==> config.mk <==
export PLATFORM = sky130hd
export DESIGN_NAME = cordic_range_reduce
export DESIGN_NICKNAME = d
export VERILOG_FILES = /design/src/rtl/cordic_pkg.sv /design/src/rtl/cordic_fold_stage.sv /design/src/rtl/cordic_range_reduce.sv
export SDC_FILE = /design/constraint.sdc
export NUM_CORES = 1
export LEC_CHECK = 0
export CORE_MARGIN = 1.5
export CORE_UTILIZATION = 36
export CTS_BUF_LIST = sky130_fd_sc_hd__clkbuf_4 sky130_fd_sc_hd__clkbuf_8
export CTS_CLUSTER_SIZE = 24
export DETAILED_ROUTE_END_ITERATION = 7
export SLEW_MARGIN = 20
export SYNTH_ARGS = -nofsm -noshare
export SYNTH_HDL_FRONTEND = slang
export SYNTH_SLANG_ARGS = --single-unit
==> constraint.sdc <==
create_clock -name clk -period 9.65 [get_ports clk]
set_input_delay 1.4475 -clock clk [delete_from_list [all_inputs] [get_ports clk]]
set_output_delay 1.4475 -clock clk [all_outputs]
set_load 0.02 [all_outputs]
==> src/rtl/cordic_pkg.sv <==
// Shared constants, enums and helpers for the CORDIC argument pre-processor.
// Angle constants are rounded to nearest from a 124-fraction-bit pi reference.
package cordic_pkg;

    localparam int CORDIC_WIDTH     = 64;
    localparam int CORDIC_FRAC_BITS = 60;

    localparam int           PI_REF_FRAC = 124;
    localparam logic [127:0] PI_REF      = 128'h3243F6A8885A308D313198A2E0370734;

    typedef enum logic {
        ROTATION  = 1'b0,
        VECTORING = 1'b1
    } mode_e;

    typedef enum logic [1:0] {
        FOLD_NONE,
        FOLD_POS,
        FOLD_NEG
    } fold_e;

    // pi * 2^frac, rounded to nearest
    function automatic logic [127:0] pi_scaled(input int frac);
        int sh;
        sh = PI_REF_FRAC - frac;
        return (PI_REF + (128'd1 << (sh - 1))) >> sh;
    endfunction

    localparam logic [CORDIC_WIDTH-1:0] PI_HALF = CORDIC_WIDTH'(pi_scaled(CORDIC_FRAC_BITS - 1));
    localparam logic [CORDIC_WIDTH-1:0] PI      = CORDIC_WIDTH'(pi_scaled(CORDIC_FRAC_BITS));
    localparam logic [CORDIC_WIDTH-1:0] TWO_PI  = CORDIC_WIDTH'(pi_scaled(CORDIC_FRAC_BITS + 1));

    // Two's-complement negation of a w-bit value; the most negative value maps to +max.
    function automatic logic [127:0] sat_neg(input logic [127:0] v, input int w);
        logic [127:0] mask;
        logic [127:0] vmin;
        mask = (w >= 128) ? '1 : ((128'd1 << w) - 128'd1);
        vmin = 128'd1 << (w - 1);
        if ((v & mask) == vmin)
            return vmin - 128'd1;
        return (~v + 128'd1) & mask;
    endfunction

endpackage

==> src/rtl/cordic_fold_stage.sv <==
// Combinational quarter-turn fold: brings z inside +-pi/2 (rotation) or x to
// the right half-plane (vectoring), rotating (x,y) by the matching 90 degrees.
module cordic_fold_stage
    import cordic_pkg::*;
#(
    parameter int               WIDTH     = CORDIC_WIDTH,
    parameter logic [WIDTH-1:0] PI_HALF_Q = WIDTH'(pi_scaled(CORDIC_FRAC_BITS - 1))
) (
    input  logic [WIDTH-1:0] x,
    input  logic [WIDTH-1:0] y,
    input  logic [WIDTH-1:0] z,
    input  logic             mode,
    output logic [WIDTH-1:0] x_fold,
    output logic [WIDTH-1:0] y_fold,
    output logic [WIDTH-1:0] z_fold
);

    logic signed [WIDTH-1:0] xs;
    logic signed [WIDTH-1:0] ys;
    logic signed [WIDTH-1:0] zs;
    logic signed [WIDTH-1:0] ph;
    logic [WIDTH-1:0]        x_neg;
    logic [WIDTH-1:0]        y_neg;
    fold_e                   fold;

    assign xs    = signed'(x);
    assign ys    = signed'(y);
    assign zs    = signed'(z);
    assign ph    = signed'(PI_HALF_Q);
    assign x_neg = WIDTH'(sat_neg(128'(x), WIDTH));
    assign y_neg = WIDTH'(sat_neg(128'(y), WIDTH));

    // Vectoring with x<0 reuses the rotation transforms: y<0 is a +90 fold, y>=0 a -90 fold.
    always_comb begin
        fold = FOLD_NONE;
        if (mode_e'(mode) == ROTATION) begin
            if (zs > ph)
                fold = FOLD_POS;
            else if (zs < -ph)
                fold = FOLD_NEG;
        end else if (xs < 0) begin
            fold = (ys < 0) ? FOLD_POS : FOLD_NEG;
        end
    end

    always_comb begin
        x_fold = x;
        y_fold = y;
        z_fold = z;
        case (fold)
            FOLD_POS: begin
                x_fold = y_neg;
                y_fold = x;
                z_fold = z - PI_HALF_Q;
            end
            FOLD_NEG: begin
                x_fold = y;
                y_fold = x_neg;
                z_fold = z + PI_HALF_Q;
            end
            default: begin
                x_fold = x;
                y_fold = y;
                z_fold = z;
            end
        endcase
    end

endmodule

==> src/rtl/cordic_range_reduce.sv <==
// Two-stage CORDIC argument pre-processor: 2pi wrap (with out-of-range clamp)
// then a 90 degree fold, feeding the core directly.
module cordic_range_reduce
    import cordic_pkg::*;
#(
    parameter int WIDTH     = CORDIC_WIDTH,
    parameter int FRAC_BITS = CORDIC_FRAC_BITS,
    parameter int CNT_W     = 16
) (
    input  logic             clk,
    input  logic             rst_n,
    input  logic             valid_in,
    input  logic             flush,
    input  logic [WIDTH-1:0] x,
    input  logic [WIDTH-1:0] y,
    input  logic [WIDTH-1:0] z,
    input  logic             mode,
    output logic             valid_out,
    output logic [WIDTH-1:0] x_out,
    output logic [WIDTH-1:0] y_out,
    output logic [WIDTH-1:0] z_out,
    output logic             mode_out,
    output logic             range_err,
    output logic [CNT_W-1:0] err_cnt
);

    localparam logic signed [WIDTH-1:0] Z_PI_HALF = WIDTH'(pi_scaled(FRAC_BITS - 1));
    localparam logic signed [WIDTH-1:0] Z_PI      = WIDTH'(pi_scaled(FRAC_BITS));
    localparam logic signed [WIDTH-1:0] Z_TWO_PI  = WIDTH'(pi_scaled(FRAC_BITS + 1));

    logic signed [WIDTH-1:0] z_s;
    logic signed [WIDTH-1:0] z_clamp;
    logic signed [WIDTH-1:0] z_wrap;
    logic                    z_oor;

    logic                    ld_p1;
    logic                    ld_p2;
    logic                    vld_p1;
    logic [WIDTH-1:0]        x_p1;
    logic [WIDTH-1:0]        y_p1;
    logic [WIDTH-1:0]        z_p1;
    logic                    mode_p1;
    logic                    err_p1;

    logic [WIDTH-1:0]        x_fold;
    logic [WIDTH-1:0]        y_fold;
    logic [WIDTH-1:0]        z_fold;

    assign ld_p1 = valid_in & ~flush;
    assign ld_p2 = vld_p1 & ~flush;

    // Stage 1: clamp anything beyond +-2pi to +-pi, then a single 2pi wrap suffices.
    always_comb begin
        z_s     = signed'(z);
        z_oor   = 1'b0;
        z_clamp = z_s;
        if (z_s > Z_TWO_PI) begin
            z_oor   = 1'b1;
            z_clamp = Z_PI;
        end else if (z_s < -Z_TWO_PI) begin
            z_oor   = 1'b1;
            z_clamp = -Z_PI;
        end
        z_wrap = z_clamp;
        if (z_clamp > Z_PI)
            z_wrap = z_clamp - Z_TWO_PI;
        else if (z_clamp < -Z_PI)
            z_wrap = z_clamp + Z_TWO_PI;
    end

    always_ff @(posedge clk or negedge rst_n) begin
        if (!rst_n)
            vld_p1 <= 1'b0;
        else
            vld_p1 <= ld_p1;
    end

    always_ff @(posedge clk) begin
        if (ld_p1) begin
            x_p1    <= x;
            y_p1    <= y;
            z_p1    <= z_wrap;
            mode_p1 <= mode;
            err_p1  <= z_oor;
        end
    end

    // Stage 2: quarter-turn fold into the core's convergence region.
    cordic_fold_stage #(
        .WIDTH     (WIDTH),
        .PI_HALF_Q (Z_PI_HALF)
    ) u_fold (
        .x      (x_p1),
        .y      (y_p1),
        .z      (z_p1),
        .mode   (mode_p1),
        .x_fold (x_fold),
        .y_fold (y_fold),
        .z_fold (z_fold)
    );

    always_ff @(posedge clk or negedge rst_n) begin
        if (!rst_n) begin
            valid_out <= 1'b0;
            x_out     <= '0;
            y_out     <= '0;
            z_out     <= '0;
            mode_out  <= 1'b0;
            range_err <= 1'b0;
            err_cnt   <= '0;
        end else begin
            valid_out <= ld_p2;
            if (ld_p2) begin
                x_out     <= x_fold;
                y_out     <= y_fold;
                z_out     <= z_fold;
                mode_out  <= mode_p1;
                range_err <= err_p1;
                if (err_p1 && (err_cnt != '1))
                    err_cnt <= err_cnt + CNT_W'(1);
            end
        end
    end

endmodule

# --- Yosys cells after proc, flatten, opt, wreduce, memory -nomap -nowiden ---
# Index checks and enable logic that the tools add are counted.
# Widths: inputs -> output; s select.
classes:
  n_addsub: 7
  n_mul: 0
  n_div: 0
  n_lt_le_gt_ge: 8
  n_eq_ne: 5
  n_shift: 0
  mux: 19
  bitwise: 5
  reduce_logical: 2
ops:
  columns: ["cell", "count"]
  rows:
  - ["$mux 64", 8]
  - ["$pmux 64 s2", 3]
  - ["$add 64x1->64 const B", 2]
  - ["$eq 64x64->1 const B", 2]
  - ["$lt 64x1->1 const B", 2]
  - ["$not 64->64", 2]
  - ["$add 64x61->64 const B", 1]
  - ["$add 64x64->64 const B", 1]
  - ["$gt 64x62->1 const B", 1]
  - ["$gt 64x63->1 const B", 1]
  - ["$gt 64x64->1 const B", 1]
  - ["$lt 64x62->1 const B", 1]
  - ["$lt 64x63->1 const B", 1]
  - ["$lt 64x64->1 const B", 1]
  - ["$sub 64x61->64 const B", 1]
  - ["$sub 64x64->64 const B", 1]
  - ["$add 16x1->16 const B", 1]
  - ["$ne 16x16->1 const B", 1]
  - ["$mux 2", 5]
  - ["$mux 1", 3]
  - ["$and 1x1->1", 2]
  - ["$eq 2x1->1 const B", 1]
  - ["$eq 2x2->1 const B", 1]
  - ["$reduce_and 2->1", 1]
  - ["2 further kinds", 2]
totals:
  register_bits: 406
  latchBits: 0
  ram_bits: 0
  mem_bits_ro: 0
  inputBits: 197
  output_inout_bits: 211
  elab_cells: 59
  n_memories: 0

# --- Logic depth before layout (Yosys ltp) ---
# Gate-level depths: netlist of the first run.
depth:
  word_depth: 6
  ltp_mapped: 38

# --- Modules after synthesis ---
# A second synthesis of the first run with hierarchy kept.
unflattened:
  hier_cells: 3505
  area_unflattened_um2: 30342.9
modules_own_cells:
  columns: ["mod", "instances", "cells_each", "area_each_um2", "seq_area_each_um2"]
  rows:
  - ["cordic_range_reduce", 1, 1758, 20016.7, 11130.7]
  - ["cordic_fold_stage", 1, 1747, 10326.2, 0.0]

# --- Worst setup path before layout of the first run ---
# No wires, ideal clock.
synth_timing:
  path_type: "input -> register"
  startpoint: "input flush"
  endpoint: "register vld_p1"
  setup_ps: 1025
  arrival_time_ps: 10062
  slack_ps: -1436
  cell_stages: 1
  cell_sequence: "nor2b_1"
synth_via:
  elab_chain_cells: 2
synth_lines:
  columns: ["item", "line_no", "rtl"]
  rows:
  - ["start: declaration", "cordic_range_reduce.sv:13", "input logic flush,"]
  - ["$not 1->1", "cordic_range_reduce.sv:49", "assign ld_p1 = valid_in & ~flush;"]
  - ["$and 1x1->1", "cordic_range_reduce.sv:49", null]
  - ["end signal: assignment", "cordic_range_reduce.sv:75", "vld_p1 <= ld_p1;"]
  - ["end: declaration", "cordic_range_reduce.sv:38", "logic vld_p1;"]
# Every way passes these cells.
# A chain may end at the register's enable or synchronous reset.

# --- Final worst setup path of the first run ---
layout_timing:
  startpoint: "input z[3]"
  endpoint: "register z_p1[57], data pin"
layout_via:
  elab_chain_cells: 6
  elab_cells_between_ends: 10
  cone_classes: "add/sub: 2; order compare: 4; mux: 4"
layout_lines:
  columns: ["item", "line_no", "rtl"]
  rows:
  - ["start: declaration", "cordic_range_reduce.sv:16", "input logic [WIDTH-1:0] z,"]
  - ["$lt 64x64->1", "cordic_range_reduce.sv:60", "end else if (z_s < -Z_TWO_PI) begin"]
  - ["$mux 64", "cordic_range_reduce.sv:60", null]
  - ["$mux 64 (*)", "cordic_range_reduce.sv:57", "if (z_s > Z_TWO_PI) begin"]
  - ["$add 64x64->64 / $lt 64x63->1 (equally long branches)", "cordic_range_reduce.sv:68, cordic_range_reduce.sv:67", null]
  - ["$mux 64", "cordic_range_reduce.sv:67", "else if (z_clamp < -Z_PI)"]
  - ["$mux 64 (*)", "cordic_range_reduce.sv:65", "if (z_clamp > Z_PI)"]
  - ["via z_wrap[57]", "cordic_range_reduce.sv:33", "logic signed [WIDTH-1:0] z_wrap;"]
  - ["end signal: assignment", "cordic_range_reduce.sv:82", "z_p1 <= z_wrap;"]
  - ["end: declaration", "cordic_range_reduce.sv:41", "logic [WIDTH-1:0] z_p1;"]
# Mark *: on every way through the listed nets, which the timed path passes. The rest lies on a longest branch.

==> results of run 1 <==
placed cells by master, fill, tap and decap left out, drive strengths merged, types with 24 or more instances in the layout:
cell type / netlist / layout
o21a: 29 / 29
nor4: 48 / 48
ha: 70 / 70
inv: 55 / 59
a31oi: 65 / 65
o21ai: 406 / 406
nand2: 445 / 445
o211ai: 24 / 24
a211oi: 24 / 24
dfrtp: 212 / 212
nand3: 77 / 77
or3: 49 / 49
a21o: 56 / 56
nand2b: 28 / 28
edfxtp: 194 / 194
nor2b: 24 / 24
xor2: 50 / 50
o22ai: 72 / 72
buf: 52 / 44
clkbuf: 181 / 114
nand4: 40 / 40
clkdlybuf4s50: 0 / 406
a221o: 35 / 35
a21oi: 326 / 326
xnor2: 97 / 97
nor2: 298 / 298
nor3: 104 / 104
or4: 32 / 32
and3: 40 / 40
how the worst min path moves through the flow:
stage | to | slack (ns)
final | x_out[25]$_DFFE_PN0P_ | 0.47
after global routing | x_out[36]$_DFFE_PN0P_ | 0.49
after detailed placement | x_out[25]$_DFFE_PN0P_ | 0.46
after global placement | x_out[25]$_DFFE_PN0P_ | 0.45
after floorplan | range_err$_DFFE_PN0P_ | 0.44
after CTS | x_out[25]$_DFFE_PN0P_ | 0.47
state kept, by name (all words and copies together), names as in the netlist, 16 cells and up:
| register | count |
|---|---|
| z_out | 64 |
| y_out | 64 |
| err_cnt | 16 |
| z_p1 | 64 |
| y_p1 | 64 |
| x_p1 | 64 |
| x_out | 64 |
power by group:
part	total [uW]	internal (uW)	leakage [uW]	switching (uW)
Sequential	2450	2160	0.00449	292
Combinational	2770	1130	0.00774	1640
Clock	1890	1080	0.000890	813
Total	7110	4360	0.0131	2740
through the flow:
| stage | total power (uW) | hold slack (ns) | cell area [sq um] |
|---|---|---|---|
| finish | 7110 | 0.474 | 35100 |
| global route | 7500 | 0.491 | 35100 |
| CTS | 7150 | 0.474 | 35100 |
| detailed placement | 5220 | 0.461 | 33400 |
| global placement | 5220 | 0.454 | 33400 |
| floorplan | 4030 | 0.441 | 28500 |
worst max-delay path, delay by kind of cell:
kind	cells	cell delay, ns
AO/OA/AOI/OAI	19	3.84
adder cells (fa/ha/maj)	2	0.89
buffers and inverters	2	0.86
AND/OR/NAND/NOR	6	1.28
layer usage:
| layer | part of all wire, % | vias up |
|---|---|---|
| li1 | - | 13500 |
| met1 | 42 | 13800 |
| met2 | 46 | 1259 |
| met3 | 7.6 | 231 |
| met4 | 3.5 | 10 |
| met5 | 0.062 | - |
cell type report:
cell class,instances,share of cell area (%)
multi-input combinational,2745,46.4
sequential,406,31.7
timing repair buffer,450,12.7
clock buffer,114,4.01
tap,1040,3.71
clock inverter,28,0.835
inverter,56,0.606
antenna,2,0.0143
logic make-up (layout without fill, tap and decap cells):
group	Yosys count	count (layout)	synth area share, %
other	0	2	0
AND/OR/NAND/NOR	1280	1280	22.0
AO/OA/AOI/OAI	1236	1236	26.8
buffers and inverters	289	648	4.08
adder cells (fa/ha/maj)	71	71	3.14
flip-flops	406	406	39.1
XOR/XNOR	147	147	4.52
multiplexers	11	11	0.391
==> impl_metrics.tcl, run 1 <==
set metrics [dict create \
    status "finished, final reports clean" \
    grt_setup_unrepaired "false" \
    multi_input_comb_area_sq_um 16300 \
    max_freq_ghz 0.128 \
    htree_num_levels 3 \
    clock_sinks 406 \
    cp.arrival_ns 8.35 \
    clk_path_buf_depth 3 \
    reg2reg_depth 28 \
    crit_type "input port to flop" \
    clock_latency_ns 0.69 \
    initial_core_util_pct 36.6 \
    gp_congestion 0.936 \
    synth_area_sq_um 28500 \
    synth_top_area_share_pct 20.5 \
    area_growth_pct 23.1 \
    final_cells 4841 \
    final.period_utilization_pct 80.9 \
    pin_count 408 \
    slowest_stage "clkdlybuf4s50_1" \
    yosysUniqueCellTypes 104 \
    syn_inst 3440 \
    postCtsHoldBufs 0 \
    grt.overflow.total 0 \
    syn_avg_cell_area_sq_um 8.28 \
    crit_fanout 49 \
    endpoint_kind "flop" \
    dieWidth_um 284 \
    worstHoldStart "x_out[25]$_DFFE_PN0P_" \
    synth_area_leaders "edfxtp_1 (20%), dfrtp_1 (19%), o21ai_0 (6.9%), nand2_1 (5.9%), a21oi_1 (5.7%)" \
    grt.met2_usage_pct 44.1 \
    grt-busiest-layer "met2" \
    synth-main-ff-cell "dfrtp_1" \
    grt_pass1_vias 27400 \
    cts_tree "built" \
    drc 0 \
    coreArea_sq_um 77800 \
    row_count 102 \
    grt_pass1_wl_um 170000 \
    setup_violations 0 \
    startpoint_type "input port" \
    clock_skew_ns 0.0603 \
    fp.dieH_um 284 \
    vias 28700 \
    n_fill_cell 7846 \
    r2r_setup_slack_ns 2.22 \
    endpoint "z_p1[57]$_DFFE_PP_" \
    antenna_found_initial 7 \
    relSlewSlack_pct 29.1 \
    via_per_inst 5.94 \
    fin_util_pct 45.1 \
    hpwlAfterDp_um 80400 \
    synth.top_cells.by_count "nand2_1 (445), o21ai_0 (392), a21oi_1 (325), nor2_1 (297), dfrtp_1 (212)" \
    drv_slew 0 \
    use_met1_pct 35.7 \
    worstPathRequired_ns 10.20 \
    powerDensity_nw_per_um2 203 \
    postRouteAntennaNets 0 \
    cts_resized 0 \
    maxCapViolCount 0 \
    worst_slack_ns 1.84 \
    cp_common_cell "o21ai_0" \
    async_flop_share_pct 52.2 \
    path_clk_slew_ns 0.06 \
    ys_seq_elements 406 \
    r2r_end "z_out[62]$_DFFE_PN0P_" \
    worstMarginPinSlew_ns 1.06 \
    cpPeakStageDelay_ns 0.75 \
    first_pass_iters 6 \
    r2r_start "z_p1[1]$_DFFE_PP_" \
    synth_nets 3708 \
    gr-usage-all-layers_pct 26.9 \
    startpoint "z[3]" \
    yosysSeqAreaShare_pct 39.1 \
    routed_wl_um 112000 \
    yosysMostFrequentCell "nand2_1" \
    finalSetupTns_ns 0 \
    power_leakage_uw 0.0131 \
    postCtsSetupRepairBufs 0 \
    die-area_sq_um 80800 \
    pre_cts_slack_ns 1.27 \
    grt_start_max_net_pins 108 \
    yosys.area.top_type "edfxtp_1" \
    layout_min_cycle_time_ns 7.81 \
    cts_buffers 78 \
    dp_cells 4697 \
    seqCellArea_sq_um 11100 \
    route.detailed.wl_per_inst_um 23.2 \
    vdd_ir_drop_max_v 0.0000983 \
    use_met3_pct 4.39 \
    portBuffers 407 \
    cts.root.buffer_cell "clkbuf_8" \
    holdCritPathClass "flop to flop" \
    synth_enable_flop_cells 194 \
    drt-initial-drc-count 2558 \
    hold_depth 2 \
    drive_gt1_share_pct 6.74 \
    yosys_warnings 0 \
    layout.nets 4005 \
    finalHoldViolCount 0 \
]
No activity file was read; power rests on OpenSTA's default activity.
==> inputs of run 2 (changes only) <==
- clock period: 9.65 -> 6.6 ns (I/O delays scaled with it)
==> impl_metrics.tcl, run 2 (synthesis results as in run 1) <==
set metrics [dict create \
    maxCapViolCount 0 \
    clock_sinks 406 \
    max_freq_ghz 0.163 \
    cts_tree "built" \
    r2r_setup_slack_ns 0.47 \
    cts.root.buffer_cell "clkbuf_8" \
    reg2reg_depth 29 \
    via_per_inst 5.81 \
    antenna_found_initial 3 \
    grt_setup_unrepaired "false" \
    cp_common_cell "a21oi_1" \
    powerDensity_nw_per_um2 280 \
    vdd_ir_drop_max_v 0.000111 \
    drc 0 \
    final_cell_mix "nand2_1 (443), clkdlybuf4s50_1 (406), o21ai_0 (385), a21oi_1 (323), buf_4 (311)" \
    clock_skew_ns 0.0569 \
    finalSetupTns_ns 0 \
    layout_min_cycle_time_ns 6.13 \
    layout.nets 4280 \
    pin_count 408 \
    row_count 102 \
    final.period_utilization_pct 92.9 \
    clock_latency_ns 0.65 \
    placed_area_sq_um 35600 \
    power_leakage_uw 0.0145 \
    drv_slew 0 \
    holdWs_ns 0.340 \
    holdCritPathClass "input port to async pin" \
    r2r_start "z_p1[2]$_DFFE_PP_" \
    setup_violations 0 \
    initial_core_util_pct 36.6 \
    grt.overflow.total 0 \
    drt-initial-drc-count 2692 \
    status "finished, final reports clean" \
    worstPathRequired_ns 7.07 \
    coreArea_sq_um 77800 \
    r2r_end "z_out[48]$_DFFE_PN0P_" \
    crit_fanout 6 \
    area_growth_pct 30.5 \
    dieWidth_um 284 \
    endpoint_kind "flop" \
    slowest_stage "edfxtp_1" \
    grt_pass1_wl_um 173000 \
    postCtsSetupRepairBufs 0 \
    gr-usage-all-layers_pct 27.2 \
    htree_num_levels 3 \
    crit_type "flop to flop" \
    fp.dieH_um 284 \
    hpwlAfterDp_um 82900 \
    drive_gt1_share_pct 13.6 \
    clk_path_buf_depth 3 \
    worstMarginPinSlew_ns 1.19 \
    relSlewSlack_pct 20.6 \
    postRouteAntennaNets 0 \
    routed_wl_um 113000 \
    portBuffers 407 \
    finalHoldViolCount 0 \
    gp_congestion 0.952 \
    final_common_cell "nand2_1" \
    startpoint_type "flop" \
    cp.arrival_ns 6.60 \
    first_pass_iters 8 \
    grt_pass1_vias 28600 \
    finalInstanceArea_sq_um 37200 \
    p_total_uw 10400 \
    path_clk_slew_ns 0.06 \
    cts_buffers 73 \
    route.detailed.wl_per_inst_um 22.2 \
    grt_start_max_net_pins 256 \
    vias 29700 \
    die-area_sq_um 80800 \
    cpPeakStageDelay_ns 0.40 \
]
-- run 2: changes by cell type in the layout (fill, tap and decap cells not counted), moves of 6 or more --
cell and delta:
clkbuf_4 +10, o21ai_1 +6, clkbuf_8 -7, buf_12 +7, buf_4 +271, o21ai_0 -7
-- run 2: worst max-delay path: cells and delay by family, from the launching register on --
kind            cells  cell delay, ns
compound gates     16            3.21
simple gates        7            1.25
fa+ha+maj           2            0.46
buf+inv             3            0.45
flops               1            0.40
xor+xnor            1            0.18
-- run 2: repair_timing --
| action | CTS | global route |
|---|---|---|
| gates resized for setup | 0 | 19 |
| endpoints found under the setup margin | 0 | 18 |
| hold buffers | 0 | 0 |
-- run 2: worst max path at each step --
stage                 startpoint               endpoint  slack [ns]  depth (start not counted)
3_5_place_dp                z[2]     z_p1[56]$_DFFE_PP_       -0.18                         27
3_3_place_gp                z[2]     z_p1[56]$_DFFE_PP_       -0.19                         27
6_report       z_p1[2]$_DFFE_PP_  z_out[48]$_DFFE_PN0P_        0.47                         29
5_1_grt        z_p1[2]$_DFFE_PP_  z_out[63]$_DFFE_PN0P_        0.05                         29
2_1_floorplan               z[2]     z_p1[61]$_DFFE_PP_       0.004                         37
4_1_cts        z_p1[2]$_DFFE_PP_  z_out[60]$_DFFE_PN0P_        0.06                         27
-- run 2: area by class of cell --
class	instances	area, sq um
sequential	406	11100
inverter	56	213
fill	7606	40700
clock inverter	16	108
timing repair buffer	730	6640
antenna	2	5.00
clock buffer	117	1390
tap	1040	1300
multi-input combinational	2745	16400
-- run 2: power breakdown --
| group | internal (uW) | switching (uW) |
|---|---|---|
| sequential | 3150 | 414 |
| combinational | 1890 | 2470 |
| clock | 1370 | 1110 |
| total | 6410 | 3990 |
-- run 2: metrics by stage --
step                      util [%]  std cells  setup slack (ns)
after floorplan                  -       3440           0.00433
after global placement        45.7       4977            -0.186
final                         47.8       5112             0.470
after detailed placement      45.7       4977            -0.184
after CTS                     47.7       5110            0.0607
after global routing          47.8       5111            0.0468
-- run 2: metal layers --
layer / part of all wire [%] / vias to the layer above / track usage, % / wire length (um)
met5: 0.019 / - / 0 / 21
li1: - / 14000 / - / -
met2: 47 / 1297 / 45.0 / 53700
met4: 3.2 / 4 / 9.07 / 3600
met3: 7.4 / 203 / 4.21 / 8350
met1: 42 / 14200 / 36.2 / 47600
